[src/rtl/outerprodrc_pkg.sv]
// Shared types and helpers for the rate-coded outer-product accumulator.
// State enum, width derivation, bit reversal and saturation.
package outerprodrc_pkg;

  typedef enum logic [1:0] {
    IDLE,
    RUN,
    DONE
  } state_t;

  function automatic int clog2(input int v);
    int r;
    r = 0;
    for (int i = 0; i < 31; i++)
      if ((1 << i) < v) r = i + 1;
    return r;
  endfunction

  // Reverse the low m bits of v.
  function automatic logic [31:0] bitrev(
    input logic [31:0] v,
    input int m
  );
    logic [31:0] r;
    for (int i = 0; i < 32; i++) r[i] = v[31-i];
    return r >> (32 - m);
  endfunction

  function automatic int accw(input int bw, input int hidden);
    return (bw - 1) + clog2(hidden) + 2;
  endfunction

  function automatic logic signed [31:0] saturate(
    input logic signed [31:0] v,
    input int w
  );
    logic signed [31:0] hi;
    logic signed [31:0] lo;
    hi = (32'sd1 <<< (w - 1)) - 32'sd1;
    lo = -(32'sd1 <<< (w - 1));
    if (v > hi) return hi;
    if (v < lo) return lo;
    return v;
  endfunction

endpackage

[src/rtl/outerprodrc_acc_pe.sv]
// One output cell: signed popcount of HIDDEN product bits,
// wide accumulator and saturated view of the running sum.
module outerprodrc_acc_pe
  import outerprodrc_pkg::*;
#(
  parameter int HIDDEN      = 4,
  parameter int ACCW        = 8,
  parameter int OUTBITWIDTH = 12
) (
  input  logic                   clk,
  input  logic                   clr,
  input  logic                   en,
  input  logic [HIDDEN-1:0]      hit,
  input  logic [HIDDEN-1:0]      neg,
  output logic [OUTBITWIDTH-1:0] q
);

  localparam int DW = clog2(HIDDEN) + 2;
  localparam logic signed [DW-1:0] ONE = DW'(1);

  logic signed [DW-1:0]   delta;
  logic signed [ACCW-1:0] acc;

  always_comb begin
    delta = '0;
    for (int k = 0; k < HIDDEN; k++)
      if (hit[k]) delta = neg[k] ? delta - ONE : delta + ONE;
  end

  always_ff @(posedge clk) begin
    if (clr) acc <= '0;
    else if (en) acc <= acc + ACCW'(delta);
  end

  assign q = OUTBITWIDTH'(saturate(32'(acc), OUTBITWIDTH));

endmodule

[src/rtl/outerprodrc_acc.sv]
// Rate-coded signed outer-product tile: FSM, stream counter,
// operand registers, comparators and result register.
module outerprodrc_acc
  import outerprodrc_pkg::*;
#(
  parameter int ROWNUM      = 4,
  parameter int COLNUM      = 4,
  parameter int HIDDEN      = 4,
  parameter int BITWIDTH    = 8,
  parameter int OUTBITWIDTH = 12
) (
  input  logic                                iClk,
  input  logic                                iRst,
  input  logic                                iEn,
  input  logic                                iClr,
  input  logic                                iValid,
  output logic                                oReady,
  input  logic [HIDDEN*ROWNUM*BITWIDTH-1:0]   iData0,
  input  logic [HIDDEN*COLNUM*BITWIDTH-1:0]   iData1,
  output logic                                oValid,
  input  logic                                iReady,
  output logic [ROWNUM*COLNUM*OUTBITWIDTH-1:0] oData
);

  localparam int M    = BITWIDTH - 1;
  localparam int ACCW = accw(BITWIDTH, HIDDEN);
  localparam logic [M-1:0] TLAST = '1;

  state_t state, nstate;
  logic [M-1:0] t, trev;
  logic [HIDDEN*ROWNUM*BITWIDTH-1:0] d0;
  logic [HIDDEN*COLNUM*BITWIDTH-1:0] d1;
  logic [ROWNUM*COLNUM*OUTBITWIDTH-1:0] res;
  logic accept, step, last, ack, cap;
  logic pe_clr;

  always_comb begin
    nstate = state;
    accept = 1'b0;
    step   = 1'b0;
    last   = 1'b0;
    ack    = 1'b0;
    unique case (state)
      IDLE: if (iValid) begin
        accept = 1'b1;
        nstate = RUN;
      end
      RUN: if (iEn) begin
        step = 1'b1;
        if (t == TLAST) begin
          last   = 1'b1;
          nstate = DONE;
        end
      end
      DONE: if (oValid && iReady) begin
        ack    = 1'b1;
        nstate = IDLE;
      end
      default: nstate = IDLE;
    endcase
    if (iClr) begin
      nstate = IDLE;
      accept = 1'b0;
      step   = 1'b0;
      last   = 1'b0;
      ack    = 1'b0;
    end
  end

  // The final step lands in the PEs on the same edge as the move to
  // DONE, so the result is captured one cycle later via cap.
  always_ff @(posedge iClk) begin
    if (iRst) begin
      state  <= IDLE;
      t      <= '0;
      d0     <= '0;
      d1     <= '0;
      cap    <= 1'b0;
      oValid <= 1'b0;
      oData  <= '0;
    end else begin
      state <= nstate;
      if (iClr) begin
        t      <= '0;
        cap    <= 1'b0;
        oValid <= 1'b0;
      end else begin
        cap <= last;
        if (accept) begin
          d0 <= iData0;
          d1 <= iData1;
          t  <= '0;
        end else if (step) begin
          t <= t + 1'b1;
        end
        if (cap) begin
          oData  <= res;
          oValid <= 1'b1;
        end else if (ack) begin
          oValid <= 1'b0;
        end
      end
    end
  end

  assign oReady = (state == IDLE);
  assign trev   = M'(bitrev(32'(t), M));
  assign pe_clr = iRst | iClr | accept;

  logic [HIDDEN-1:0] rb [ROWNUM];
  logic [HIDDEN-1:0] rs [ROWNUM];
  logic [HIDDEN-1:0] cb [COLNUM];
  logic [HIDDEN-1:0] cs [COLNUM];

  for (genvar k = 0; k < HIDDEN; k++) begin : g_k
    for (genvar i = 0; i < ROWNUM; i++) begin : g_r
      localparam int B = (k * ROWNUM + i) * BITWIDTH;
      assign rb[i][k] = d0[B +: M] > t;
      assign rs[i][k] = d0[B + M];
    end
    for (genvar j = 0; j < COLNUM; j++) begin : g_c
      localparam int B = (k * COLNUM + j) * BITWIDTH;
      assign cb[j][k] = d1[B +: M] > trev;
      assign cs[j][k] = d1[B + M];
    end
  end

  for (genvar i = 0; i < ROWNUM; i++) begin : g_i
    for (genvar j = 0; j < COLNUM; j++) begin : g_j
      outerprodrc_acc_pe #(
        .HIDDEN     (HIDDEN),
        .ACCW       (ACCW),
        .OUTBITWIDTH(OUTBITWIDTH)
      ) u_pe (
        .clk(iClk),
        .clr(pe_clr),
        .en (step),
        .hit(rb[i] & cb[j]),
        .neg(rs[i] ^ cs[j]),
        .q  (res[(i*COLNUM+j)*OUTBITWIDTH +: OUTBITWIDTH])
      );
    end
  end

endmodule

[config.mk]
export PLATFORM = sky130hd
export DESIGN_NAME = outerprodrc_acc
export DESIGN_NICKNAME = d
export VERILOG_FILES = /design/src/rtl/outerprodrc_pkg.sv /design/src/rtl/outerprodrc_acc_pe.sv /design/src/rtl/outerprodrc_acc.sv
export SDC_FILE = /design/constraint.sdc
export NUM_CORES = 2
export LEC_CHECK = 0
export ABC_CLOCK_PERIOD_IN_PS = 14500
export CAP_MARGIN = 0
export CORE_UTILIZATION = 60
export CTS_CLUSTER_DIAMETER = 60
export DETAILED_ROUTE_END_ITERATION = 8
export PLACE_DENSITY = 0.85
export SLEW_MARGIN = 5
export SYNTH_ARGS = -nofsm -noshare
export SYNTH_HDL_FRONTEND = slang
export SYNTH_SLANG_ARGS = --single-unit
[constraint.sdc]
create_clock -name iClk -period 14.5 [get_ports iClk]
set_input_delay 1.45 -clock iClk [delete_from_list [all_inputs] [get_ports iClk]]
set_output_delay 1.45 -clock iClk [all_outputs]
set_load 0.05 [all_outputs]
Word-level counts from Yosys, hierarchy flattened
Index checks and enable logic that the tools add are counted.

Add/subtract/negate cells: 113. $mul: 0. Div/mod/pow operators: 0. $lt $le $gt $ge: 64. Equality and inequality tests: 7. Shift operators: 0. Muxes and demuxes: 257. Bitwise operators: 37. Reduce and logical (&&, ||, !) cells: 9.

Operator list (count): 12-bit 2-to-1 mux (64); 4-bit 2-to-1 mux (128); 7-bit > comparator (32); 4-bit by 2-bit adder with 4-bit output (second input constant) (48); 11-bit by 12-bit > comparator with 1-bit output (second input constant) (16); 11-bit by 12-bit < comparator with 1-bit output (second input constant) (16); 4-bit by 2-bit subtractor with 4-bit output (second input constant) (48); 11-bit by 4-bit adder with 11-bit output (16); 4-bit AND (16); 4-bit XOR (16); 1-bit 2-to-1 mux (60); 2-bit 2-to-1 mux (4); 2-bit inequality test (second input constant) (4); 7-bit by 1-bit adder with 7-bit output (second input constant) (1); 7-bit == test (second input constant) (1); 2-bit case mux with 3 select lines (1); 2-bit AND reduction (2); 4-bit AND reduction (1); 4-bit OR reduction (1); 1-bit NOT (3); 3-bit OR reduction (1); 2-bit by 1-bit == test with 1-bit output (second input constant) (1); 2-bit == test (second input constant) (1); 2-bit zero test (1); other kinds (4) (5).

Register bits: 635. Bits in latches: 0. RAM bits: 0. ROM bits: 0. Input port bits: 262. Output and inout bits: 194. Logic and storage cells: 510. Memories: 0.

Depth between registers and ports, before layout
Depth after elaboration: 13. Mapped depth: 32. Depth with buffers taken out: 32.

Modules after synthesis
Synthesis repeated with hierarchy kept, for this count alone.

Cells, all modules: 4705. Area total of the unflattened synthesis: 39634.3 um^2.

By module, submodules not included: outerprodrc_acc (times used 1, cells an instance 2708, area an instance 21553.2 um^2, sequential area each 9188.8 um^2); outerprodrc_acc_pe at g_i[0].g_j[0].u_pe ... (times used 14, cells an instance 125, area an instance 1132.3 um^2, sequential area each 220.2 um^2); outerprodrc_acc_pe at g_i[3].g_j[3].u_pe (times used 1, cells an instance 124, area an instance 1118.6 um^2, sequential area each 220.2 um^2); outerprodrc_acc_pe at g_i[3].g_j[1].u_pe (times used 1, cells an instance 123, area an instance 1109.8 um^2, sequential area each 220.2 um^2).

Least setup slack after synthesis
OpenSTA, ideal clock, no wires.

Kind: register to register. Start point: register t[6]. End point: register g_i[3].g_j[3].u_pe.acc[10]. Setup time: 0.070 ns. Arrival: 7.166 ns. Required time: 14.430 ns. Setup slack: 7.264 ns. Stages on the path, launching flop included: 31. Path buffers: 0. Clock period less this slack: 7.236 ns. Cells stage by stage: dfxtp_1 inv_1 ha_1 and4_4 a21boi_4 o31a_4 nand2_4 nor2_1 fa_1 mux2_2 fa_1 xor2_1 mux2_2 ha_1 a21o_1 nor2_1 nand4_1 mux2i_1 nor3_2 xor2_1 ha_1 a21oi_1 nor2b_1 o21a_1 o21ai_0 nand2b_1 a21oi_1 o21ai_0 xnor2_1 or3_1 a21oi_1.

Word-level cells in the longest chain between the ends: 13. Elaborated cells on any way between the ends: 23. Those cells by class: 7 x add/sub; 8 x order compare; 7 x mux; 1 x bitwise.

RTL lines: start: declaration (line outerprodrc_acc.sv:30) `logic [M-1:0] t, trev;`; start signal: assignment (line outerprodrc_acc.sv:94) `t <= t + 1'b1;`; 7-bit > comparator (on tied branches) (line outerprodrc_acc.sv:118, outerprodrc_acc.sv:123); 4-bit AND (*) (line outerprodrc_acc.sv:138) `.hit(rb[i] & cb[j]),`; 4-bit 2-to-1 mux (line outerprodrc_acc_pe.sv:27) `if (hit[k]) delta = neg[k] ? delta - ONE : delta + ONE;`; 4-bit by 2-bit adder with 4-bit output / 4-bit by 2-bit subtractor with 4-bit output (equally long branches) (line outerprodrc_acc_pe.sv:27); 4-bit 2-to-1 mux (2 in a row) (line outerprodrc_acc_pe.sv:27); 4-bit by 2-bit adder with 4-bit output / 4-bit by 2-bit subtractor with 4-bit output (equally long branches) (line outerprodrc_acc_pe.sv:27); 4-bit 2-to-1 mux (2 in a row) (line outerprodrc_acc_pe.sv:27); 4-bit by 2-bit adder with 4-bit output / 4-bit by 2-bit subtractor with 4-bit output (equally long branches) (line outerprodrc_acc_pe.sv:27); 4-bit 2-to-1 mux (line outerprodrc_acc_pe.sv:27); 4-bit 2-to-1 mux (*) (line outerprodrc_acc_pe.sv:27); 11-bit by 4-bit adder with 11-bit output (*) (line outerprodrc_acc_pe.sv:32) `else if (en) acc <= acc + ACCW'(delta);`; end signal: assignment (line outerprodrc_acc_pe.sv:32); end: declaration (line outerprodrc_acc_pe.sv:22) `logic signed [ACCW-1:0] acc;`.

Mark *: on every way between the ends. The rest lies on a longest branch, timed or not. A chain may end at the register's enable or synchronous reset.

Worst setup path in the final report
Start point: register t[0]. End point: register g_i[2].g_j[2].u_pe.acc[10].

Word-level cells in the longest chain between the ends: 13. Elaborated cells on any way between the ends: 23. Those cells by class: 7 x add/sub; 8 x order compare; 7 x mux; 1 x bitwise.

RTL lines (line): 7-bit > comparator (on tied branches) (outerprodrc_acc.sv:118, outerprodrc_acc.sv:123); 4-bit AND (*) (outerprodrc_acc.sv:138); 4-bit 2-to-1 mux (outerprodrc_acc_pe.sv:27); 4-bit by 2-bit adder with 4-bit output / 4-bit by 2-bit subtractor with 4-bit output (equally long branches) (outerprodrc_acc_pe.sv:27); 4-bit 2-to-1 mux (2 in a row) (outerprodrc_acc_pe.sv:27); 4-bit by 2-bit adder with 4-bit output / 4-bit by 2-bit subtractor with 4-bit output (equally long branches) (outerprodrc_acc_pe.sv:27); 4-bit 2-to-1 mux (2 in a row) (outerprodrc_acc_pe.sv:27); 4-bit by 2-bit adder with 4-bit output / 4-bit by 2-bit subtractor with 4-bit output (equally long branches) (outerprodrc_acc_pe.sv:27); 4-bit 2-to-1 mux (outerprodrc_acc_pe.sv:27); 4-bit 2-to-1 mux (*) (outerprodrc_acc_pe.sv:27); 11-bit by 4-bit adder with 11-bit output (*) (outerprodrc_acc_pe.sv:32); end signal: assignment (outerprodrc_acc_pe.sv:32); end: declaration (outerprodrc_acc_pe.sv:22).

Marked as above.

==> results <==
- The count of buffers added on input and output ports is 455.
- Max-cap violations in this run came to 0.
- The number of buffers added by the clock tree synthesis step is 70.
- The worst pin sits at a relative slew slack of 20.9%.
- The multi-input combinational cells in the finished layout cover a total of 25000 sq um.
- The top achievable clock speed is 0.120 GHz.
- The number of enable flip-flop cells after synthesis is 0.
- Summing the areas of all and, or, nand and nor instances in the mapped netlist gives between 10% and 20% of the synthesized area.
- The tightest hold path in the finished design has a slack of around 0.45 ns.
- The most numerous cell on the critical path is sky130_fd_sc_hd__ha_1.
- The critical hold path startpoint is oData[114].
- The final weighted congestion in routability-driven placement is 0.955.
- The CTS tree is yes.
- The synthesized netlist devotes 6.63% of its cell area to XOR and XNOR gates.
- The measured slew at the worst slew-check pin is 1.19 ns.
- The adder-cell share of the synthesized area is 17.8%.
- The worst clock skew on the final layout is 0.0229 ns.
- The count of final hold-check violations is 0.
- The per-instance average area after synthesis is 7.98 sq um.
- The final routed wirelength across all metal layers is between 100000 and 150000 um.
- The remaining antenna violation count is 0.
- The final cell utilization of the core is roughly 70%.
- The total iterations of the first detailed-routing run is 6.
- The largest net degree at the start of global routing is 118.
- The data required time of the worst path is 14.98 ns.
- The global-route wire length before repair is 176000 um.
- The final setup TNS is 0 ns.
- The mux cell area share after synthesis is 2.05%.
- When the netlist entered floorplanning its net count stood at 5706.
- The effective utilization at floorplan is 60.9%.
- The number of clock sinks seen by CTS is 635.
- Power comes to 4.82 mW.
- In the layout the commonest cells are sky130_fd_sc_hd__nand2_1 (1275), sky130_fd_sc_hd__a21oi_1 (818), sky130_fd_sc_hd__dfxtp_1 (635), sky130_fd_sc_hd__clkdlybuf4s50_1 (454), sky130_fd_sc_hd__ha_1 (451).
- The run finished with clean final reports.
- The count of pins over their slew limit was 0.
- The clock network is responsible for 37.9% of the overall power.
- The endpoint identified for the worst register-to-register timing path is g_i[2].g_j[2].u_pe.acc[10].
- In this run the power spent charging and discharging nets is 1.48 mW.
- The via count of the first global-routing pass is 34100.
- In this run the cell area of the synthesized design comes to 39300 sq um.
- The number of fillers in the final layout is about 4900.
- Setup violations remaining at the end of the flow were counted as 0.
- The number of warnings reported in the yosys synthesis log is 0.
- In the final layout, the share of cells above drive strength 1 is under 10%.
- The cell depth of the worst flop-to-flop path is 29.
- The synthesized netlist devotes a little under a fifth of its cell area to compound gates.
- Of all flip-flops after synthesis, the portion carrying an async set or reset was 0%.
- The startpoint of the lowest-slack register-to-register path is t[0].
- The final-stage net count is 5997.
- The die is 258 um tall.
- The count of boundary I/O pins is 456.
- Registers take around 13000 sq um.
- The number of different library cells used by synthesis comes to 74.
- The floorplan step set the die width to 258 um.
- The internal power consumption is roughly 3.3 mW.
- The routed wire length per instance is around 18 um.
- The class of the worst hold path is flop to flop.
- The areal power density over the cells is 104 nW/um^2.
- The via density per instance is around 6.
- The critical path is of the flop to flop type.
- Along the worst path, the maximum fanout reaches 19.
- The via count of the routed design is 36000.
- The first routing iteration left approximately 3300 violations.
- The clock passes through at most 3 buffers.
- The shortest period the worst path allows is 8.35 ns.
- The number of cells upsized or downsized after cts is 0.
- The number of hold buffers added after CTS was 0.
- The largest area contributor in the netlist is sky130_fd_sc_hd__dfxtp_1.
- After synthesis, the largest family of logic cells by area is simple AND/OR/NAND/NOR gates.
- At the worst endpoint, the arrival time is 8.83 ns.
- The worst hold path passes through 2 cells.
- The largest single stage delay on the critical path is 0.61 ns.
- The synthesis-stage register bit count is 635.
- The remaining global-route overflow is 0.
- The part of the total power dissipated in combinational logic is 24.5%.
- The core region area is 64600 sq um.
- The share of the synthesized area in the top cell type is 32.3%.
- Synthesis produced a netlist whose cell count is between 4000 and 5000.
- The DRC violation count after routing is 0.
- The slack of the worst reg-to-reg path is a little over 6 ns.
- Summing all non-filler instances in the final layout gives an area of 46500 sq um.
- In this run the clock root is driven by a sky130_fd_sc_hd__clkbuf_16.
- The static leakage is 18.7 nW.
- The worst setup path is launched from a flop.
- The die area is 66600 sq um.
- The most frequently used flop master after synthesis is sky130_fd_sc_hd__dfxtp_1.
- The post-synthesis to final-layout area growth is 18.2%.
- STA classifies the critical path endpoint as a flop.
- Yosys attributes the largest share of cell area to sky130_fd_sc_hd__dfxtp_1 (32%), sky130_fd_sc_hd__ha_1 (14%), sky130_fd_sc_hd__nand2_1 (12%).
- The H-tree level count is 3.
- The number of placement rows is 93.
- The clock reaches the later pin of the worst-skew pair after 0.62 ns.
- VDD sags by at most 80.5 uV.
- For this run, the register share of the synthesized area comes to 32.3%.
- Global routing used 32.6% of the available tracks across all layers.
- The final cycle utilization of the critical path is 57.6%.
- The share of total power consumed by net switching is between 30 and 40%.
- Setup repair after global routing left no endpoint under its margin.
- Leaving out fill and tap cells, the most frequent cell in the layout is sky130_fd_sc_hd__nand2_1.
- The half-perimeter wire length of the detailed placement result is 80400 um.
- The worst-case hold path end point is oData[114].
- On the critical path, the stage with the largest delay is an instance of sky130_fd_sc_hd__xor2_1.
- Once placement finished, the instance area stood at around 44000 sq um.
- Post-CTS timing repair inserted 0 buffers for setup.
- After clock tree synthesis, the clock-pin slew on the worst setup and hold paths is 0.06 ns.
- The number of antenna violations at the first check in global routing came to 0.
- The sequential power share is 37.6%.
[sequential cells by signal (all words and copies together), names as in the netlist]
name,count
d0,128
d1,128
cap,1
t,7
oData,192
g_i.g_j.u_pe.acc,176
state,2
oValid,1
[metal layers]
metal / up-vias / global-route usage (%) / wire, um
met4: 0 / 16.8 / 5650
met2: 1376 / 53.0 / 51100
met5: - / 0 / 0
met1: 16900 / 41.5 / 46000
li1: 17400 / - / -
met3: 324 / 5.41 / 8440
[through the flow]
| step | cells | worst slack [ns] |
|---|---|---|
| detailed placement | 6000 | 6.33 |
| finish | 6121 | 6.15 |
| floorplan | 4926 | 7.26 |
| global placement | 6000 | 6.56 |
| global route | 6120 | 5.62 |
| CTS | 6120 | 6.29 |
[cell type report]
class	count	share of cell area [%]
Timing Repair Buffer	479	10.2
Multi-Input combinational cell	3853	53.7
Sequential cell	635	27.3
Clock inverter	33	0.939
Antenna cell	1	0.00538
Clock buffer	87	4.06
Inverter	178	1.44
Tap cell	855	2.30
[critical path: cells and delay by family (launching register included)]
family	cells	cell delay, ns
fa+ha+maj	5	2.24
xor+xnor	3	1.15
compound gates	11	2.17
mux	1	0.12
flops	1	0.31
buf+inv	2	0.81
simple gates	7	1.41
[power groups by stage]
stage / Combinational [mW] / Clock [mW] / Sequential, mW
6_report: 1.18 / 1.83 / 1.81
5_1_grt: 1.30 / 1.92 / 1.81
4_1_cts: 1.16 / 1.85 / 1.81
3_5_place_dp: 1.15 / 0 / 1.85
3_3_place_gp: 1.11 / 0 / 1.85
2_1_floorplan: 0.846 / 0 / 1.83
[synth_stat cells (8+ instances only)]
master,instances
sky130_fd_sc_hd__nor3b_1,9
sky130_fd_sc_hd__a31oi_1,16
sky130_fd_sc_hd__o21bai_1,74
sky130_fd_sc_hd__mux2i_1,41
sky130_fd_sc_hd__nand2b_1,24
sky130_fd_sc_hd__nand2_1,1276
sky130_fd_sc_hd__o31a_1,10
sky130_fd_sc_hd__and2_1,18
sky130_fd_sc_hd__dfxtp_1,635
sky130_fd_sc_hd__ha_1,451
sky130_fd_sc_hd__xnor2_1,193
sky130_fd_sc_hd__a21o_1,46
sky130_fd_sc_hd__xor2_1,84
sky130_fd_sc_hd__nor2b_1,28
sky130_fd_sc_hd__or3_1,25
sky130_fd_sc_hd__a211oi_1,47
sky130_fd_sc_hd__and3_1,11
sky130_fd_sc_hd__a21boi_1,9
sky130_fd_sc_hd__mux2_2,32
sky130_fd_sc_hd__o21ai_0,85
sky130_fd_sc_hd__a21oi_1,818
sky130_fd_sc_hd__nor3_1,28
sky130_fd_sc_hd__o22a_1,12
sky130_fd_sc_hd__o21a_1,25
sky130_fd_sc_hd__fa_1,67
sky130_fd_sc_hd__o211ai_1,17
sky130_fd_sc_hd__inv_1,178
sky130_fd_sc_hd__nand4_1,38
sky130_fd_sc_hd__a2111oi_0,8
sky130_fd_sc_hd__o31ai_1,19
sky130_fd_sc_hd__buf_1,15
sky130_fd_sc_hd__nor2_1,119
sky130_fd_sc_hd__or2_2,12
sky130_fd_sc_hd__nor4_1,9
sky130_fd_sc_hd__nand3_1,84
sky130_fd_sc_hd__nand3b_1,28
sky130_fd_sc_hd__o211a_1,10
sky130_fd_sc_hd__clkbuf_1,238
[cell families after synthesis]
logic type	Yosys count
buffers and inverters	438
adder cells (fa/ha/maj)	518
AO/OA/AOI/OAI	1231
XOR/XNOR	286
multiplexers	76
flip-flops	635
AND/OR/NAND/NOR	1742
[worst max-delay path by stage]
stage | startpoint | to | slack [ns] | cells past startpoint
final | t[0] | g_i[2].g_j[2].u_pe.acc[10] | 6.15 | 29
after global routing | t[5] | g_i[1].g_j[3].u_pe.acc[10] | 5.62 | 31
after CTS | t[0] | g_i[2].g_j[2].u_pe.acc[10] | 6.29 | 29
after detailed placement | t[0] | g_i[2].g_j[2].u_pe.acc[10] | 6.33 | 29
after global placement | t[5] | g_i[2].g_j[1].u_pe.acc[10] | 6.56 | 29
after floorplan | t[6] | g_i[3].g_j[3].u_pe.acc[10] | 7.26 | 30
Power figures use the tool's default switching activity.
==> edit (same flow settings) <==
`HIDDEN` is set to 4 in 2 places; all go to 5.
--- a/src/rtl/outerprodrc_acc_pe.sv
+++ b/src/rtl/outerprodrc_acc_pe.sv
@@ -3,7 +3,7 @@
 module outerprodrc_acc_pe
   import outerprodrc_pkg::*;
 #(
-  parameter int HIDDEN      = 4,
+  parameter int HIDDEN      = 5,
   parameter int ACCW        = 8,
   parameter int OUTBITWIDTH = 12
 ) (
--- a/src/rtl/outerprodrc_acc.sv
+++ b/src/rtl/outerprodrc_acc.sv
@@ -5,7 +5,7 @@
 #(
   parameter int ROWNUM      = 4,
   parameter int COLNUM      = 4,
-  parameter int HIDDEN      = 4,
+  parameter int HIDDEN      = 5,
   parameter int BITWIDTH    = 8,
   parameter int OUTBITWIDTH = 12
 ) (
Ports: changed (resized iData0 and iData1); port bits go from 456 to 520. The function was not compared with the original's and may differ.
==> edit against the unedited design <==
  * Via count increased by 25%
  * Setup slack got worse by 1.6 ns
  * Synthesized area increased by 25%
  * Wire length increased by 31%
  * Non-clock buffer count increased by 80
  * Final cell count increased by 24%
  * Sequential share of layout area decreased by 2.6 points
  * Sequential cell count increased by 80
  * Sequential power increased by 13%
  * Synthesized cell count increased by 24%
  * Die area increased by 25%
  * Power increased by 22%
  * Cell area increased by 24%
  * Largest cell class unchanged
  * Largest power group unchanged
==> edit: results (changes against the unedited design) <==
| Metric | Value |
|---|---|
| Post-synthesis sequential area ratio | 29.0% (-3.3 points) |
| Total Routing Usage GR | 34.1% (+1.6 points) |
| Synth area leaders | dfxtp_1, ha_1, nand2_1 |
| Syn nets | 7,142 (+25%) |
| First-pass DRT Iterations | 8 (+2) |
| Dpl cell area | 0.0551 mm2 (+25%) |
| PortBufs | 519 (+14%) |
| Largest net degree at the start of global routing | 241 (+100%) |
| Root Buffer | clkbuf_16 |
| Skew final | 0.0359 ns (+0.0130 ns) |
| Crit Reg-Reg Startpoint | t[1] |
| Final hold slack | 0.453 ns (+0.00348 ns) |
| Hold endpoint | oData[36] |
| DRT iter0 DRCs | 3,383 (+2.1%) |
| Drt wl/cell | 19.1 um (+5.4%) |
| Biggest regs | g_i.g_j.u_pe.acc (192), oData (192) |
| Post-CTS setup buffer count | 0 (unchanged) |
| Worst hold path depth | 2 (unchanged) |
| Slowest CP cell | xor2_1 |
| Worst reg2reg path endpoint | g_i[2].g_j[3].u_pe.acc[11] |
| Top FF cell, synth | dfxtp_1 |
| DP Wirelength | 107 mm (+33%) |
| Htree depth | 3 (unchanged) |
| Max-slew headroom | 16.0% (-4.8 points) |
| Hold path start | oData[36] |
| Critical path peak fanout | 40 (+21) |
| Clk slew on worst S/H paths | 0.06 ns (about the same) |
| Slowest stage delay, CP | 0.67 ns (+0.06 ns) |
| YS warnings | 0 (unchanged) |
| Nets | 7,489 (+25%) |
| Initial antenna violation count | 22 (+22) |
| Clk_lat worst skew | 0.66 ns (+0.04 ns) |
| Flop2flop setup slack | 4.54 ns (-1.61 ns) |
| Post-Place Worst Slack | 4.88 ns (-1.46 ns) |
| Commonest cells in the netlist | nand2_1, a21oi_1, dfxtp_1, ha_1, clkbuf_1 |
| CTS Buf Count | 80 (+14%) |
| Maximum clock path buffer count | 3 (unchanged) |
| Hold Crit Class | flop to flop |
| First-pass GRT wire length | 227 mm (+29%) |
| Final GP Congestion | 0.986 (+3.2%) |
| PostCTS Resize Cnt | 0 (unchanged) |
| Reg2reg path depth | 38 (+31%) |
| Synth unique cells | 88 (+19%) |
| Layout cells sized above 1 | 5.34% (+0.90 points) |
| Critical path type | flop to flop |
| Fraction of registers with async set/reset | 0% (unchanged) |
| Vias in the first global route | 43,734 (+28%) |
| Routed via count | 45,078 (+25%) |
| Maximum vdd drop | 0.0000817 V (+1.4%) |
| Status | complete, no violations |
| Leakage power | 24.1 nW (+29%) |
==> edit: changes by cell type after synthesis, moves of 59 or more <==
cell / delta
nor3_1: +60
o21ai_0: +62
nor2_1: +136
a21oi_1: +80
xor2_1: +99
ha_1: +135
dfxtp_1: +80
nand2_1: +101
mux2_2: +59
==> edit: final cells by class <==
type                            instances  area [um2]
Multi-Input combinational cell       4868       33100
Clock buffer                          111        2320
Tap cell                             1060        1330
Sequential cell                       715       14300
Timing Repair Buffer                  559        5530
Fill cell                            6303       23100
Antenna cell                           22        55.1
Clock inverter                         31         385
Inverter                              230         863
==> edit: metrics by stage <==
| step | cells | power, mW |
|---|---|---|
| 6_report | 7596 | 5.89 |
| 3_3_place_gp | 7432 | 3.72 |
| 2_1_floorplan | 6107 | 3.32 |
| 5_1_grt | 7595 | 6.16 |
| 3_5_place_dp | 7432 | 3.80 |
| 4_1_cts | 7574 | 5.88 |
==> edit: how the worst max path moves through the flow <==
stage	to	depth (start not counted)	slack, ns
after global routing	g_i[2].g_j[3].u_pe.acc[11]	37	4.11
after CTS	g_i[2].g_j[3].u_pe.acc[11]	38	4.72
after detailed placement	g_i[2].g_j[3].u_pe.acc[11]	38	4.88
after global placement	g_i[2].g_j[3].u_pe.acc[11]	38	5.22
after floorplan	g_i[2].g_j[0].u_pe.acc[11]	36	5.61
final	g_i[2].g_j[3].u_pe.acc[11]	38	4.54
==> edit: worst max-delay path: cells and delay by family (launching register included) <==
family	cells	cell delay (ns)
xor gates and xnor gates	6	1.31
AOI/OAI and AO/OA	9	1.99
adders and majority gates	7	2.74
buffers and inverters	4	0.79
DFF	1	0.35
and+or+nand+nor	10	2.07
muxes	2	0.58
==> edit: per-layer routing <==
metal	global-route usage (%)	vias up	share of wire, %
met5	0	-	0
met4	19.6	0	5.5
met3	5.38	412	7.5
met2	56.5	1709	47
met1	42.2	21332	40
li1	-	21625	-
==> edit: cell families after synthesis <==
family,after synthesis,share of synthesized area [%]
compound gates,1436,16.8
xor+xnor,439,8.47
mux,130,2.89
simple gates,2154,18.9
fa+ha+maj,709,19.9
buf+inv,524,4.05
flops,715,29.0
==> edit: report_power, final <==
part	total (mW)	switching, mW	internal (mW)
Clock	2.09	0.860	1.23
Sequential	2.05	0.0425	2.01
Combinational	1.75	1.02	0.721
